<file path="src/rtl/lcd_arbiter.sv">
// Round-robin arbiter granting two clients exclusive use of the LCD character
// write port, followed by one refresh handshake per grant and a hold watchdog.
module lcd_arbiter #(
   parameter int MAX_HOLD   = 1024,
   parameter int HOLD_WIDTH = 11
) (
   input  logic       CLK,
   input  logic       RST,
   input  logic       a_req,
   input  logic       b_req,
   output logic       a_gnt,
   output logic       b_gnt,
   input  logic       a_row,
   input  logic       b_row,
   input  logic [3:0] a_col,
   input  logic [3:0] b_col,
   input  logic [7:0] a_char,
   input  logic [7:0] b_char,
   input  logic       a_we,
   input  logic       b_we,
   input  logic       a_done,
   input  logic       b_done,
   output logic       lcd_row,
   output logic [3:0] lcd_col,
   output logic [7:0] lcd_char,
   output logic       lcd_we,
   output logic       lcd_update,
   input  logic       lcd_busy,
   output logic       hold_timeout
);

   typedef enum logic [2:0] {
      S_IDLE,
      S_GRANT,
      S_UPDATE,
      S_WAIT_HI,
      S_WAIT_LO
   } state_t;

   localparam logic OWN_B = 1'b1;
   localparam logic [HOLD_WIDTH-1:0] HOLD_LAST = HOLD_WIDTH'(MAX_HOLD - 1);

   state_t                r_state;
   state_t                w_next_state;
   logic                  r_own;
   logic                  r_last;
   logic                  r_timeout;
   logic [HOLD_WIDTH-1:0] r_hold;

   logic w_own_req;
   logic w_own_done;
   logic w_hold_expired;
   logic w_release;
   logic w_watchdog;
   logic w_grant;
   logic w_pick;

   always_comb begin
      w_own_req      = (r_own == OWN_B) ? b_req  : a_req;
      w_own_done     = (r_own == OWN_B) ? b_done : a_done;
      w_hold_expired = (r_hold == HOLD_LAST);
      w_release      = w_own_done || !w_own_req || w_hold_expired;
      // A voluntary release in the final cycle is not a watchdog event.
      w_watchdog     = w_hold_expired && w_own_req && !w_own_done;
      w_pick         = (a_req && b_req) ? ~r_last : b_req;
   end

   // NOTE: every signal assigned in this block gets a default first, so no
   // path through the case statement can infer a latch.
   always_comb begin
      w_next_state = r_state;
      w_grant      = 1'b0;
      case (r_state)
         S_IDLE: begin
            if (a_req || b_req) begin
               w_grant      = 1'b1;
               w_next_state = S_GRANT;
            end
         end
         S_GRANT:   if (w_release) w_next_state = S_UPDATE;
         S_UPDATE:  if (!lcd_busy) w_next_state = S_WAIT_HI;
         S_WAIT_HI: if (lcd_busy)  w_next_state = S_WAIT_LO;
         S_WAIT_LO: if (!lcd_busy) w_next_state = S_IDLE;
         default:   w_next_state = S_IDLE;
      endcase
   end

   // NOTE: sequential state uses non-blocking assignments so every register
   // samples the pre-edge values regardless of statement order.
   always_ff @(posedge CLK or negedge RST) begin
      if (!RST) begin
         r_state   <= S_IDLE;
         r_own     <= 1'b0;
         r_last    <= OWN_B;
         r_hold    <= '0;
         r_timeout <= 1'b0;
      end else begin
         r_state   <= w_next_state;
         r_timeout <= (r_state == S_GRANT) && w_watchdog;
         if (w_grant) begin
            r_own  <= w_pick;
            r_hold <= '0;
         end else if (r_state == S_GRANT) begin
            if (!w_hold_expired) r_hold <= r_hold + 1'b1;
            if (w_release)       r_last <= r_own;
         end
      end
   end

   // Outputs decode registered state, so an asynchronous reset clears them at once.
   always_comb begin
      a_gnt    = 1'b0;
      b_gnt    = 1'b0;
      lcd_row  = 1'b0;
      lcd_col  = '0;
      lcd_char = '0;
      lcd_we   = 1'b0;
      if (r_state == S_GRANT) begin
         a_gnt = (r_own != OWN_B);
         b_gnt = (r_own == OWN_B);
         if (r_own == OWN_B) begin
            lcd_row  = b_row;
            lcd_col  = b_col;
            lcd_char = b_char;
            lcd_we   = b_we;
         end else begin
            lcd_row  = a_row;
            lcd_col  = a_col;
            lcd_char = a_char;
            lcd_we   = a_we;
         end
      end
   end

   assign lcd_update   = (r_state == S_UPDATE) && !lcd_busy;
   assign hold_timeout = r_timeout;

endmodule

</file>
<file path="config.mk">
export PLATFORM = sky130hd
export DESIGN_NAME = lcd_arbiter
export DESIGN_NICKNAME = d
export VERILOG_FILES = /design/src/rtl/lcd_arbiter.sv
export SDC_FILE = /design/constraint.sdc
export NUM_CORES = 1
export LEC_CHECK = 0
export ABC_AREA = 1
export CORE_MARGIN = 5
export CORE_UTILIZATION = 30
export CTS_CLUSTER_DIAMETER = 200
export DETAILED_ROUTE_END_ITERATION = 10
export PLACE_DENSITY = 0.67
export SLEW_MARGIN = 15
export SYNTH_ARGS = -nofsm -noshare
export SYNTH_HDL_FRONTEND = slang
export SYNTH_SLANG_ARGS = --single-unit
</file>
<file path="constraint.sdc">
create_clock -name CLK -period 1.63 [get_ports CLK]
set_input_delay 0.326 -clock CLK [delete_from_list [all_inputs] [get_ports CLK]]
set_output_delay 0.326 -clock CLK [all_outputs]
set_load 0.05 [all_outputs]
</file>
==> results.json <==
{
  "clockBufferDepth": 2,
  "relSlewSlack_pct": 76.1,
  "endpoint_kind": "output pin",
  "critical_path_arrival_ps": 1450,
  "fill_cells": 351,
  "vias": 1414,
  "clock-sinks": 17,
  "cellPowerDensity_mw_per_mm2": 1780,
  "r2r_end": "r_hold[10]$_DFFE_PN0P_",
  "r2r_start": "r_state[0]$_DFFE_PN0P_",
  "postRouteWirelength_um": 4040,
  "finClkSkew_ps": 11.3,
  "rsz0062_at_grt": "true",
  "grt_overflow": 0,
  "drt_iter0_markers": 36,
  "clockRootBuffer": "clkbuf_8",
  "finalHoldViolations": 0,
  "core_sq_mm": 0.00397,
  "syn_to_final_growth_pct": 93.3,
  "firstDrtPassIters": 4,
  "crit_path_max_fanout": 6,
  "worstSetupStartpointType": "flop",
  "synth_top_cell_by_area": "dfrtp_1",
  "wire_per_inst_um": 13.9,
  "synthFlopType": "dfrtp_1",
  "avgSynthCellArea_sq_um": 7.30,
  "vias_per_cell": 4.88,
  "grt_max_degree": 13,
  "violations": "negative setup slack",
  "multi_input_area_sq_um": 857,
  "cts-htree-levels": 1,
  "synth_nets": 203,
  "synth_top_area_share_pct": 32.9,
  "worstMarginPinSlew_ps": 358,
  "grt_pass1_wl_um": 6880,
  "die_x_um": 73.7,
  "drive_gt1_share_pct": 34.6,
  "io_buffers": 52,
  "synth_common_cells": "50 x nand2_1, 17 x inv_1, 17 x nand3_1",
  "ys_seq_area_share_pct": 35.0,
  "antenna_found_initial": 0,
  "p_leak_nw": 1.12,
  "start_util_pct": 30.7,
  "syn_area_sq_mm": 0.00122,
  "placement_rows": 23,
  "finalCriticalPeriod_ps": 1780,
  "ys_seq_elements": 17,
  "synth-edff-count": 0,
  "netlist_instances": 167,
  "setup_ws_ps": -148,
  "reg2reg_slack_ps": 200,
  "cts_buffers": 3,
  "nNetsFinal": 277,
  "final_max_slew_viol_count": 0,
  "critPathKind": "flop to output pin",
  "ys_types": 28,
  "ys_warn_count": 0,
  "outcome": "finished with violations",
  "setup_violations": 16,
  "io_pins": 53,
  "reg2reg_depth": 9,
  "fmax_ghz": 0.562,
  "grt_pass1_vias": 1463,
  "synth_most_common_cell": "nand2_1",
  "cap_violations": 0,
  "irDropWorstVdd_v": 0.000729,
  "place.gp.congestion": 0.841,
  "cts_tree": "done",
  "antenna_cells": 0,
  "track_usage_pct": 16.2,
  "clk_pin_slew_ps": 80,
  "cp_data_required_time_ps": 1300,
  "dp_hpwl_um": 3040,
  "dieArea_sq_mm": 0.00544,
  "regArea_sq_um": 427,
  "synth_area_leaders": "dfrtp_1 33%, nand2_1 15%, a22o_1 10%",
  "min_period_over_period_pct": 109,
  "ant_nets": 0,
  "finalSetupTns_ps": -1960,
  "hold_class": "input port to async pin",
  "synthArstFlopShare_pct": 100,
  "die_h_um": 73.7,
  "drc": 0,
  "clk_latency_ps": 260,
  "holdWs_ps": 338
}
[what timing repair did]
item                                   CTS  global route
gates resized for setup                 15             8
hold buffers                             0             0
setup endpoints to repair               17            30
endpoints found under the hold margin    0             0
setup buffers                            6             3
pin swaps                                3            15
gates cloned                             1             1
[state kept, by name, indices dropped and copies added, names as in the netlist]
| signal | count |
|---|---|
| hold_timeout | 1 |
| r_last | 1 |
| r_hold | 11 |
| r_own | 1 |
| r_state | 3 |
[cell usage in the layout, fill, tap and decap left out]
cell type	netlist	layout
nor2_4	1	3
dfrtp_1	16	16
nand4_1	8	8
xor2_1	2	2
nand2_4	2	2
buf_4	1	15
a21o_1	1	1
nand2_1	50	49
clkbuf_16	0	1
nand3_1	17	15
inv_1	17	11
buf_6	0	4
dfstp_2	1	1
nand3b_1	1	1
o21ai_1	2	2
nand3_4	1	3
inv_4	1	2
nand2_2	4	5
inv_2	2	7
clkinv_2	0	1
clkdlybuf4s50_1	0	34
a21oi_2	1	1
nor2_2	1	2
o21bai_1	1	1
o21ai_0	4	4
buf_12	0	18
clkbuf_8	0	3
ha_2	0	1
a22o_4	0	14
nor2_1	13	10
xnor2_1	1	1
a21oi_1	2	2
[critical path, stage by stage, from the launching register on]
cell       delay [ps]
dfrtp_1           400
nand3_4           120
inv_2              50
nand2_2            70
inv_4              50
clkbuf_16         150
a22o_4            220
buf_12            140
[worst max-delay path by stage]
stage / endpoint / slack, ps / start / cells after the start
6_report: lcd_char[1] / -150 / r_state[0]$_DFFE_PN0P_ / 7
5_1_grt: lcd_col[1] / -210 / r_state[1]$_DFFE_PN0P_ / 8
4_1_cts: lcd_col[0] / -190 / r_state[0]$_DFFE_PN0P_ / 6
3_5_place_dp: r_hold[8]$_DFFE_PN0P_ / -5 / a_req / 8
3_3_place_gp: r_state[0]$_DFFE_PN0P_ / 0.6 / a_req / 7
2_1_floorplan: lcd_char[1] / 20 / r_state[1]$_DFFE_PN0P_ / 7
[report_power, final]
group	leakage [nW]	switching, mW	internal [mW]
registers	0.225	0.0684	0.524
logic	0.870	1.71	1.58
clock network	0.0255	0.150	0.170
total	1.12	1.93	2.27
[layout make-up]
cell class,instances,area share (%)
clock buffer,3,1.75
inverter,20,3.40
tap,50,2.66
timing repair buffer,72,37.5
multi-input combinational,127,36.4
clock inverter,1,0.212
sequential,17,18.1
[layer usage]
layer  up-vias  routed length, um  GRT usage, %
met3         4                427          3.56
met4         0                 52          5.43
met5         -                  0             0
li1        706                  -             -
met2        54               1890          29.0
met1       650               1670          18.8
[cell families (layout without fill, tap and decap cells)]
logic type	Yosys count	after routing	share of synthesized area (%)
simple gates	98	98	37.9
compound gates	25	25	15.3
buf+inv	23	96	8.62
flops	17	17	35.0
xor+xnor	3	3	2.16
fa+ha+maj	1	1	1.03
[per-stage QoR]
step / power (mW) / area [sq um] / cells / worst slack (ps) / util (%)
5_1_grt: 4.48 / 2360 / 290 / -212 / 59.3
4_1_cts: 4.15 / 2320 / 288 / -188 / 58.3
6_report: 4.20 / 2360 / 290 / -148 / 59.3
3_5_place_dp: 3.57 / 2150 / 277 / -5.45 / 54.1
2_1_floorplan: 2.38 / 1340 / 167 / 15.6 / -
3_3_place_gp: 3.54 / 2150 / 277 / 0.650 / 54.1
(Power assumes the default switching activity.)
